## src/rtl/morse_round_ctrl_pkg.sv

```systemverilog
// Shared definitions for the Morse game round sequencer.
// Latency: n/a (types and constants only).
// Backpressure: n/a.
package morse_round_ctrl_pkg;

    localparam int STATE_W = 3;

    typedef enum logic [STATE_W-1:0] {
        ST_IDLE  = 3'd0,
        ST_LOAD  = 3'd1,
        ST_WAIT  = 3'd2,
        ST_JUDGE = 3'd3,
        ST_DONE  = 3'd4
    } state_t;

endpackage

```

## src/rtl/morse_round_ctrl_if.sv

```systemverilog
// Signal bundle between game control / timer / ROM and the round sequencer.
// Latency: n/a (wires only).
// Backpressure: none; all requests are single-cycle pulses or levels.
interface morse_round_ctrl_if #(
    parameter int ROUND_W = 4,
    parameter int SCORE_W = 4
);
    import morse_round_ctrl_pkg::*;

    logic                start;
    logic                answer_valid;
    logic                answer_correct;
    logic                tmr_timeout;
    logic                tmr_en;
    logic                tmr_restart;
    logic [ROUND_W-1:0]  round_idx;
    logic [SCORE_W-1:0]  score;
    logic [SCORE_W-1:0]  misses;
    logic                playing;
    logic                game_over;
    logic                game_won;
    logic [STATE_W-1:0]  state;

    // Game control / timer side: raises requests, observes round status.
    modport master (
        output start, answer_valid, answer_correct, tmr_timeout,
        input  tmr_en, tmr_restart, round_idx, score, misses,
               playing, game_over, game_won, state
    );

    // Round sequencer side.
    modport slave (
        input  start, answer_valid, answer_correct, tmr_timeout,
        output tmr_en, tmr_restart, round_idx, score, misses,
               playing, game_over, game_won, state
    );
endinterface

```

## src/rtl/morse_round_ctrl.sv

```systemverilog
// Round sequencer: owns the answer timer controls, round index, score and misses.
// Latency: start->tmr_restart 1 cycle, start->tmr_en 2, answer->next tmr_restart 2.
// Backpressure: none; inputs outside their accepting state are dropped.
module morse_round_ctrl
    import morse_round_ctrl_pkg::*;
#(
    parameter int NUM_ROUNDS = 8,
    parameter int MAX_MISSES = 3,
    parameter int ROUND_W    = 4,
    parameter int SCORE_W    = 4
) (
    input  logic               clk,
    input  logic               rst,
    morse_round_ctrl_if.slave  bus
);

    state_t              state_q;
    state_t              state_d;
    logic [ROUND_W-1:0]  round_q;
    logic [SCORE_W-1:0]  score_q;
    logic [SCORE_W-1:0]  misses_q;
    logic                miss_limit;
    logic                last_round;

    // Loss takes priority over finishing the last round.
    assign miss_limit = (misses_q == SCORE_W'(MAX_MISSES));
    assign last_round = (round_q == ROUND_W'(NUM_ROUNDS - 1));

    // State register; reset abandons any game in progress.
    always_ff @(posedge clk or negedge rst) begin
        if (!rst) state_q <= ST_IDLE;
        else      state_q <= state_d;
    end

    // Next-state logic; unused encodings fall back to IDLE.
    always_comb begin
        state_d = ST_IDLE;
        case (state_q)
            ST_IDLE:  state_d = bus.start ? ST_LOAD : ST_IDLE;
            ST_LOAD:  state_d = ST_WAIT;
            ST_WAIT:  state_d = (bus.answer_valid || bus.tmr_timeout) ? ST_JUDGE : ST_WAIT;
            ST_JUDGE: state_d = (miss_limit || last_round) ? ST_DONE : ST_LOAD;
            ST_DONE:  state_d = bus.start ? ST_LOAD : ST_DONE;
            default:  state_d = ST_IDLE;
        endcase
    end

    // Round index and score counters; an answer beats a same-cycle timeout.
    always_ff @(posedge clk or negedge rst) begin
        if (!rst) begin
            round_q  <= '0;
            score_q  <= '0;
            misses_q <= '0;
        end else begin
            case (state_q)
                ST_IDLE, ST_DONE: begin
                    if (bus.start) begin
                        round_q  <= '0;
                        score_q  <= '0;
                        misses_q <= '0;
                    end
                end
                ST_WAIT: begin
                    if (bus.answer_valid) begin
                        if (bus.answer_correct) score_q  <= score_q + 1'b1;
                        else                    misses_q <= misses_q + 1'b1;
                    end else if (bus.tmr_timeout) begin
                        misses_q <= misses_q + 1'b1;
                    end
                end
                ST_JUDGE: begin
                    if (!(miss_limit || last_round)) round_q <= round_q + 1'b1;
                end
                default: ;
            endcase
        end
    end

    // Outputs decoded from the state register and the registered counters.
    always_comb begin
        bus.tmr_en      = 1'b0;
        bus.tmr_restart = 1'b0;
        bus.playing     = 1'b0;
        bus.game_over   = 1'b0;
        bus.game_won    = 1'b0;
        case (state_q)
            ST_LOAD: begin
                bus.tmr_restart = 1'b1;
                bus.playing     = 1'b1;
            end
            ST_WAIT: begin
                bus.tmr_en  = 1'b1;
                bus.playing = 1'b1;
            end
            ST_JUDGE: bus.playing = 1'b1;
            ST_DONE: begin
                bus.game_over = 1'b1;
                bus.game_won  = (misses_q < SCORE_W'(MAX_MISSES));
            end
            default: ;
        endcase
    end

    assign bus.state     = state_q;
    assign bus.round_idx = round_q;
    assign bus.score     = score_q;
    assign bus.misses    = misses_q;

endmodule

```

## src/flat_wrapper.sv

```systemverilog
// flat-port wrapper written by rule: the top's interface ports become plain ports
module morse_round_ctrl_flat import morse_round_ctrl_pkg::*;
#(
    parameter int NUM_ROUNDS = 8,
    parameter int MAX_MISSES = 3,
    parameter int ROUND_W    = 4,
    parameter int SCORE_W    = 4
)
  (clk, rst, bus_start, bus_answer_valid, bus_answer_correct, bus_tmr_timeout, bus_tmr_en, bus_tmr_restart, bus_round_idx, bus_score, bus_misses, bus_playing, bus_game_over, bus_game_won, bus_state);
  morse_round_ctrl_if #(.ROUND_W(ROUND_W), .SCORE_W(SCORE_W)) bus_i ();
  input  logic clk;
  input  logic rst;
  input wire logic [$bits(bus_i.start)-1:0] bus_start;
  input wire logic [$bits(bus_i.answer_valid)-1:0] bus_answer_valid;
  input wire logic [$bits(bus_i.answer_correct)-1:0] bus_answer_correct;
  input wire logic [$bits(bus_i.tmr_timeout)-1:0] bus_tmr_timeout;
  output wire logic [$bits(bus_i.tmr_en)-1:0] bus_tmr_en;
  output wire logic [$bits(bus_i.tmr_restart)-1:0] bus_tmr_restart;
  output wire logic [$bits(bus_i.round_idx)-1:0] bus_round_idx;
  output wire logic [$bits(bus_i.score)-1:0] bus_score;
  output wire logic [$bits(bus_i.misses)-1:0] bus_misses;
  output wire logic [$bits(bus_i.playing)-1:0] bus_playing;
  output wire logic [$bits(bus_i.game_over)-1:0] bus_game_over;
  output wire logic [$bits(bus_i.game_won)-1:0] bus_game_won;
  output wire logic [$bits(bus_i.state)-1:0] bus_state;
  assign bus_i.start = bus_start;
  assign bus_i.answer_valid = bus_answer_valid;
  assign bus_i.answer_correct = bus_answer_correct;
  assign bus_i.tmr_timeout = bus_tmr_timeout;
  assign bus_tmr_en = bus_i.tmr_en;
  assign bus_tmr_restart = bus_i.tmr_restart;
  assign bus_round_idx = bus_i.round_idx;
  assign bus_score = bus_i.score;
  assign bus_misses = bus_i.misses;
  assign bus_playing = bus_i.playing;
  assign bus_game_over = bus_i.game_over;
  assign bus_game_won = bus_i.game_won;
  assign bus_state = bus_i.state;
  morse_round_ctrl #(.NUM_ROUNDS(NUM_ROUNDS), .MAX_MISSES(MAX_MISSES), .ROUND_W(ROUND_W), .SCORE_W(SCORE_W)) u_core (.clk(clk), .rst(rst), .bus(bus_i));
endmodule
```

## config.mk

```make
export PLATFORM = sky130hd
export DESIGN_NAME = morse_round_ctrl_flat
export DESIGN_NICKNAME = d
export VERILOG_FILES = /design/src/rtl/morse_round_ctrl_pkg.sv /design/src/rtl/morse_round_ctrl_if.sv /design/src/rtl/morse_round_ctrl.sv /design/src/flat_wrapper.sv
export SDC_FILE = /design/constraint.sdc
export NUM_CORES = 1
export LEC_CHECK = 0
export CAP_MARGIN = 20
export CORE_UTILIZATION = 45
export DETAILED_ROUTE_END_ITERATION = 12
export PLACE_DENSITY = 0.77
export SLEW_MARGIN = 30
export SYNTH_ARGS = -nofsm -noshare
export SYNTH_HDL_FRONTEND = slang
export SYNTH_SLANG_ARGS = --single-unit
export TNS_END_PERCENT = 50
```

## constraint.sdc

```tcl
create_clock -name clk -period 2.2 [get_ports clk]
set_clock_uncertainty 0.2 [all_clocks]
set_input_delay 0.44 -clock clk [delete_from_list [all_inputs] [get_ports clk]]
set_output_delay 0.44 -clock clk [all_outputs]
set_load 0.02 [all_outputs]
```

==> out/qor.csv, run 1 <==
stage;metric;value;unit
clocking;Clock H-tree levels;1;
worst_setup_path;Worst Path Arrival;1490;ps
routing;M1 wire length;845;um
placement;RePlAce Congestion;0.8069;
clocking;clk root buf;clkbuf_4;
cells_and_area;synth-to-layout area growth;40.74;%
sta;Worst Tran Pin Value;525.8;ps
power_and_ir_drop;worst vdd ir;0.0007398;V
worst_setup_path;Required @ worst endpoint;1560;ps
clocking;maximum clock path buffer count;2;
sta;endpoints failing setup;0;
cells_and_area;multi-input logic area;460.4;um^2
sta;Max transition margin;64.82;%
worst_setup_path;crit-path cells;or3b_1, inv_1, clkdlybuf4s15_1;
job;Max-cap violations;0;
sta;Slew Limit Fails;0;
outcome;outcome;finished, final reports clean;
floorplan;core area;1783;um^2
synth;Mapped Cells;87;
routing;via count;780;
clocking;clk sinks;15;
global_route;Global Route Usage Sum;20.48;%
floorplan;die area;2133;um^2
placement;dpl hpwl;1.498;mm
routing;Vias per Instance;5.270;
cells_and_area;# diodes;0;
routing;Routed WL;1.918;mm
routing;DR top layer;met4;
placement;placed cell count;144;
sta;Tcrit/Tclk final;96.62;%
routing;Wirelength per Cell;12.96;um
power_and_ir_drop;pwr dens;1296;nW/um^2
cells_and_area;Layout Cells excl Fill;148;
cells_and_area;design area;1236;um^2
synth;register area share after synthesis;42.74;%
cells_and_area;layout cells sized above 1;17.89;%
routing;DRC;0;
global_route;initial antenna violation count;0;
worst_setup_path;Critical R2R Launch;u_core.bus.misses[1]$_DFFE_PN0P_;
worst_setup_path;Worst Path Class, Setup;reg -> out;
worst_setup_path;CP startpoint kind;flop;
placement;Placed Instance Area;1215;um^2
worst_setup_path;critical path's largest stage delay;400;ps
floorplan;Starting Density;49.26;%
clocking;Hold Buf Count CTS;0;
sta;Final Hold Slack;268.7;ps
floorplan;Boundary Pins;26;
worst_setup_path;crit end category;output port;
worst_setup_path;critical path startpoint;u_core.bus.state[0]$_DFF_PN0_;
global_route;vias in the first global route;696;
clocking;Clk pin slew, worst setup/hold paths;90;ps
sta;setup_tns;0;ps
synth;Synth cell types;30;
routing;DR pass1 iterations;4;
floorplan;Die Height;46.18;um
sta;Final Hold Viols;0;
worst_setup_path;CP max FO;3;
clocking;postcts setup bufs;0;
worst_setup_path;slowest CP cell;dfrtp_1;
synth;synthesized area per cell;10.10;um^2
worst_setup_path;Buf/Inv on CP;2;
sta;fmax;470.4;MHz
placement;I/O Buffers;25;
global_route;largest net degree at the start of global routing;16;
global_route;grt total ovfl;0;
synth;Cell Area, Synth;878.3;um^2
clocking;worst-skew pair later-pin latency;280;ps
placement;pre-CTS setup slack;68.76;ps
worst_hold_path;hold crit path type;in -> async;
routing;DRT iter0 DRCs;13;
synth;synthesis-stage register bit count;15;
sta;Final min period;2126;ps
clocking;CTS buffer count;3;
worst_setup_path;kind of cell adding the most delay to the critical path;buffers and inverters;
floorplan;Die W;46.18;um
cells_and_area;Final Util;69.33;%
cells_and_area;fillcell total;154;
sta;fin worst setup slack;74.27;ps
clocking;CTS tree;built;
routing;met3 wire len;77;um
power_and_ir_drop;total power;1.602;mW
floorplan;Rows;15;
synth;Yosys warnings;0;
routing;met2 routed wirelength;976;um
sta;RSZ-0062 raised after global routing;no;
global_route;first-pass GRT wire length;3.056;mm
power_and_ir_drop;static leakage;0.5593;nW
synth;syn nets;96;
cells_and_area;nets@finish;133;
cells_and_area;Reg area;375.4;um^2
routing;Antenna Nets Post-Route;0;
==> layout by cell type (no fill, tap or decap), drive strengths merged, types with 3 or more instances in the layout <==
| cell | Yosys | layout |
|---|---|---|
| buf | 2 | 10 |
| clkbuf | 1 | 5 |
| clkdlybuf4s50 | 0 | 20 |
| dfrtp | 15 | 15 |
| ha | 3 | 3 |
| inv | 6 | 6 |
| mux2i | 9 | 9 |
| nand2 | 13 | 13 |
| nand3 | 7 | 7 |
| nor2 | 5 | 5 |
| nor4 | 3 | 3 |
| o211ai | 3 | 3 |
| or3b | 3 | 3 |
==> final cells by class <==
cell class | instances | share of cell area, %
multi-input cells | 63 | 37.25
flip-flops and latches | 15 | 30.36
inverters | 6 | 1.822
well taps | 25 | 2.530
repair buffers | 35 | 25.91
clock buffers | 4 | 2.125
==> layer usage <==
layer	global-route usage, %	vias up
met5	0	-
met4	7.059	0
met3	2.353	4
met2	34.08	24
met1	27.34	370
li1	-	382
==> report_power, final <==
part | leakage [nW] | total, mW | switching, mW | internal, mW
Clock | 0.0150 | 0.156 | 0.0859 | 0.0703
Sequential | 0.197 | 0.471 | 0.0956 | 0.375
Combinational | 0.347 | 0.975 | 0.515 | 0.459
==> registers in the layout, summed over array words and instances (netlist names) <==
name and count:
u_core.bus.misses 4, u_core.bus.round_idx 4, u_core.bus.score 4, u_core.bus.state 3
==> synth_stat cells <==
cell / instances / area, um^2
a2111oi_2: 1 / 15.01
a21oi_1: 1 / 5.000
a31o_2: 1 / 8.760
and2_2: 1 / 7.510
and3b_2: 1 / 10.01
buf_2: 1 / 5.000
buf_6: 1 / 11.26
clkbuf_1: 1 / 3.750
dfrtp_1: 15 / 375.4
ha_1: 3 / 37.54
inv_1: 6 / 22.52
mux2i_1: 9 / 90.09
nand2_1: 13 / 48.80
nand2b_1: 1 / 6.260
nand3_1: 7 / 35.03
nand3b_1: 1 / 7.510
nand4_1: 1 / 6.260
nand4b_1: 1 / 8.760
nor2_1: 5 / 18.77
nor3_1: 1 / 5.000
nor3_2: 1 / 10.01
nor3b_1: 2 / 15.01
nor4_1: 1 / 6.260
nor4_4: 2 / 42.54
o211ai_1: 3 / 22.52
o21ai_0: 2 / 10.01
o2bb2ai_1: 1 / 8.760
or3b_1: 2 / 17.52
or3b_2: 1 / 8.760
xnor2_1: 1 / 8.760
==> logic make-up (layout without fill, tap and decap cells) <==
family	Yosys count	after routing	share of synthesized area [%]
fa+ha+maj	3	3	4.274
buf+inv	9	45	4.842
compound gates	9	9	7.976
flops	15	15	42.74
simple gates	41	41	28.92
mux	9	9	10.26
xor+xnor	1	1	0.9973
==> path summary, 6_finish.rpt <==
kind                                               endpoint  slack, ps  cells after the start
min                        u_core.bus.misses[0]$_DFFE_PN0P_        270                      2
max in group asynchronous  u_core.bus.misses[3]$_DFFE_PN0P_       1360                      2
min reg2reg                 u_core.bus.score[3]$_DFFE_PN0P_        290                      1
max                                              bus_tmr_en         70                      3
min in group clk            u_core.bus.score[3]$_DFFE_PN0P_        290                      1
max reg2reg                   u_core.bus.state[0]$_DFF_PN0_        330                      5
==> repair_timing <==
item                       4_1_cts  5_1_grt
setup endpoints to repair        4        3
gates resized for setup          4        5
gates cloned                     0        0
(Power assumes the default switching activity.)
==> run 2, diff against run 1 <==
- CAP_MARGIN: 20 -> default
- CORE_MARGIN: default -> 2
==> run 2 against run 1 <==
  * Register-to-register slack better by 50 ps
  * Clock-buffer cell count down 1
  * Hold slack improved by 6.4 ps
  * Via count down 2.4%
  * Critical path depth stayed put
  * Die area grew 8.8%
  * First-iteration DRC count is 46% lower
  * Fmax is 0.59% higher
  * Total power shrank 0.27%
  * Non-clock buffer count unchanged
==> out/qor.csv, run 2 (synthesis gave the netlist of run 1 again) <==
stage;metric;value;unit;change
placement;I/O Buffers;25;;unchanged
floorplan;die area;2321;um^2;+8.8%
global_route;grt total ovfl;0;;unchanged
cells_and_area;layout cells sized above 1;18.70;%;+0.81 points
job;Max-cap violations;0;;unchanged
sta;RSZ-0062 raised after global routing;no;;
worst_setup_path;CP max FO;3;;unchanged
floorplan;Starting Density;49.26;%;unchanged
worst_setup_path;reg2reg setup slack;380;ps;+50 ps
clocking;worst-skew pair later-pin latency;270;ps;about the same
worst_setup_path;r2r endpoint;u_core.bus.round_idx[1]$_DFFE_PN0P_;;
floorplan;Boundary Pins;26;;unchanged
clocking;Clock H-tree levels;1;;unchanged
routing;DR pass1 iterations;4;;unchanged
worst_setup_path;r2r worst-path depth;4;;-1
sta;Tcrit/Tclk final;96.05;%;-0.57 points
power_and_ir_drop;P_sw;698.7;uW;+0.25%
clocking;CTS buffer count;3;;unchanged
global_route;Global Route Usage Sum;18.56;%;-1.9 points
cells_and_area;nets@finish;133;;unchanged
routing;met3 wire len;46;um;-40%
floorplan;Die Height;48.18;um;+4.3%
power_and_ir_drop;clock network power share;9.6;%;-0.2 points
worst_hold_path;hold crit path type;in -> async;;
cells_and_area;commonest cells after routing, fill and taps aside;clkdlybuf4s50_1, dfrtp_1, nand2_1;;
clocking;Hold Buf Count CTS;0;;unchanged
placement;dpl hpwl;1.535;mm;+2.4%
routing;Wirelength per Cell;13.05;um;+0.73%
floorplan;Rows;15;;unchanged
floorplan;core area;1783;um^2;unchanged
cells_and_area;commonest non-fill, non-tap cell in the layout;clkdlybuf4s50_1;;
outcome;outcome;finished, final reports clean;;
power_and_ir_drop;pwr dens;1291;nW/um^2;-0.37%
cells_and_area;design area;1237;um^2;+0.10%
sta;setup_tns;0;ps;unchanged
global_route;largest net degree at the start of global routing;16;;unchanged
global_route;vias in the first global route;652;;-6.3%
routing;Routed WL;1.932;mm;+0.73%
cells_and_area;# diodes;0;;unchanged
placement;Placed Instance Area;1215;um^2;unchanged
worst_setup_path;CP startpoint kind;flop;;
routing;DR top layer;met4;;
worst_setup_path;Worst Path Arrival;1470;ps;-20 ps
clocking;clk sinks;15;;unchanged
routing;Antenna Nets Post-Route;0;;unchanged
routing;Vias per Instance;5.142;;-2.4%
sta;Worst Tran Pin Value;574.0;ps;+48.21 ps
clocking;maximum clock path buffer count;2;;unchanged
cells_and_area;synth-to-layout area growth;40.88;%;
worst_setup_path;Required @ worst endpoint;1560;ps;about the same
power_and_ir_drop;Sw Ratio;43.74;%;+0.23 points
power_and_ir_drop;Comb pwr share;60.7;%;about the same
sta;Final Hold Viols;0;;unchanged
routing;met2 routed wirelength;987;um;+1.1%
global_route;first-pass GRT wire length;3.077;mm;+0.69%
clocking;clk root buf;clkbuf_4;;
routing;via count;761;;-2.4%
sta;Final Hold Slack;275.1;ps;+6.365 ps
power_and_ir_drop;worst vdd ir;0.0007520;V;+1.6%
placement;RePlAce Congestion;0.8404;;+4.2%
power_and_ir_drop;static leakage;0.5622;nW;+0.51%
sta;Slew Limit Fails;0;;unchanged
clocking;CTS tree;built;;
worst_setup_path;Worst Path Class, Setup;reg -> out;;
placement;pre-CTS setup slack;21.92;ps;-46.83 ps
routing;DRC;0;;unchanged
worst_setup_path;Critical R2R Launch;u_core.bus.misses[2]$_DFFE_PN0P_;;
sta;Max transition margin;61.59;%;-3.2 points
sta;fmax;473.2;MHz;+0.59%
clocking;Clk pin slew, worst setup/hold paths;90;ps;about the same
worst_setup_path;crit end category;output port;;
power_and_ir_drop;sequential share of power;29.7;%;+0.3 points
routing;DRT iter0 DRCs;7;;-6
sta;Final min period;2113;ps;-12.54 ps
clocking;postcts setup bufs;0;;unchanged
sta;fin worst setup slack;86.81;ps;+12.54 ps
power_and_ir_drop;internal power;898.8;uW;-0.67%
global_route;initial antenna violation count;0;;unchanged
routing;M1 wire length;893;um;+5.7%
sta;endpoints failing setup;0;;unchanged
floorplan;Die W;48.18;um;+4.3%
## run 2: cell type report
class | instances | area [um^2]
Fill cell | 140 | 545.5
Multi-Input combinational cell | 63 | 460.4
Sequential cell | 15 | 375.4
Timing Repair Buffer | 35 | 320.3
Tap cell | 25 | 31.28
Clock buffer | 3 | 22.52
Inverter | 6 | 22.52
Clock inverter | 1 | 5.005
## run 2: how the worst max path moves through the flow
stage,slack (ps),to,from
final,90,bus_tmr_en,u_core.bus.state[0]$_DFF_PN0_
after global routing,20,bus_tmr_en,u_core.bus.state[0]$_DFF_PN0_
after CTS,1,bus_game_won,u_core.bus.misses[0]$_DFFE_PN0P_
after detailed placement,20,bus_game_won,u_core.bus.misses[0]$_DFFE_PN0P_
after global placement,30,bus_game_won,u_core.bus.misses[0]$_DFFE_PN0P_
after floorplan,100,bus_game_won,u_core.bus.misses[0]$_DFFE_PN0P_
## run 2: per-layer routing
metal / vias up / track usage [%]
met5: - / 0
met1: 365 / 25.41
met2: 11 / 32.37
met4: 0 / 1.622
met3: 2 / 2.593
li1: 383 / -
## run 2: through the flow
stage | total power [mW] | utilization, % | instances
after floorplan | 1.030 | - | 87
after global placement | 1.446 | 68.14 | 144
after detailed placement | 1.471 | 68.14 | 144
after CTS | 1.613 | 69.47 | 148
after global routing | 1.721 | 69.40 | 148
final | 1.597 | 69.40 | 148
## run 2: power by group through the flow
stage	combinational [mW]	sequential, mW	clock, mW
5_1_grt	1.07	0.489	0.166
2_1_floorplan	0.413	0.617	0
3_5_place_dp	0.994	0.478	0
3_3_place_gp	0.972	0.474	0
6_report	0.970	0.474	0.153
4_1_cts	0.980	0.474	0.160
## run 2: critical path: stages, from the launching register on
cell	delay [ps]
dfrtp_1	390
or3b_1	390
inv_1	110
clkdlybuf4s15_1	310
## run 2: what timing repair did
item	CTS	global route
gates resized for setup	5	4
endpoints found under the hold margin	0	0
endpoints found under the setup margin	4	3
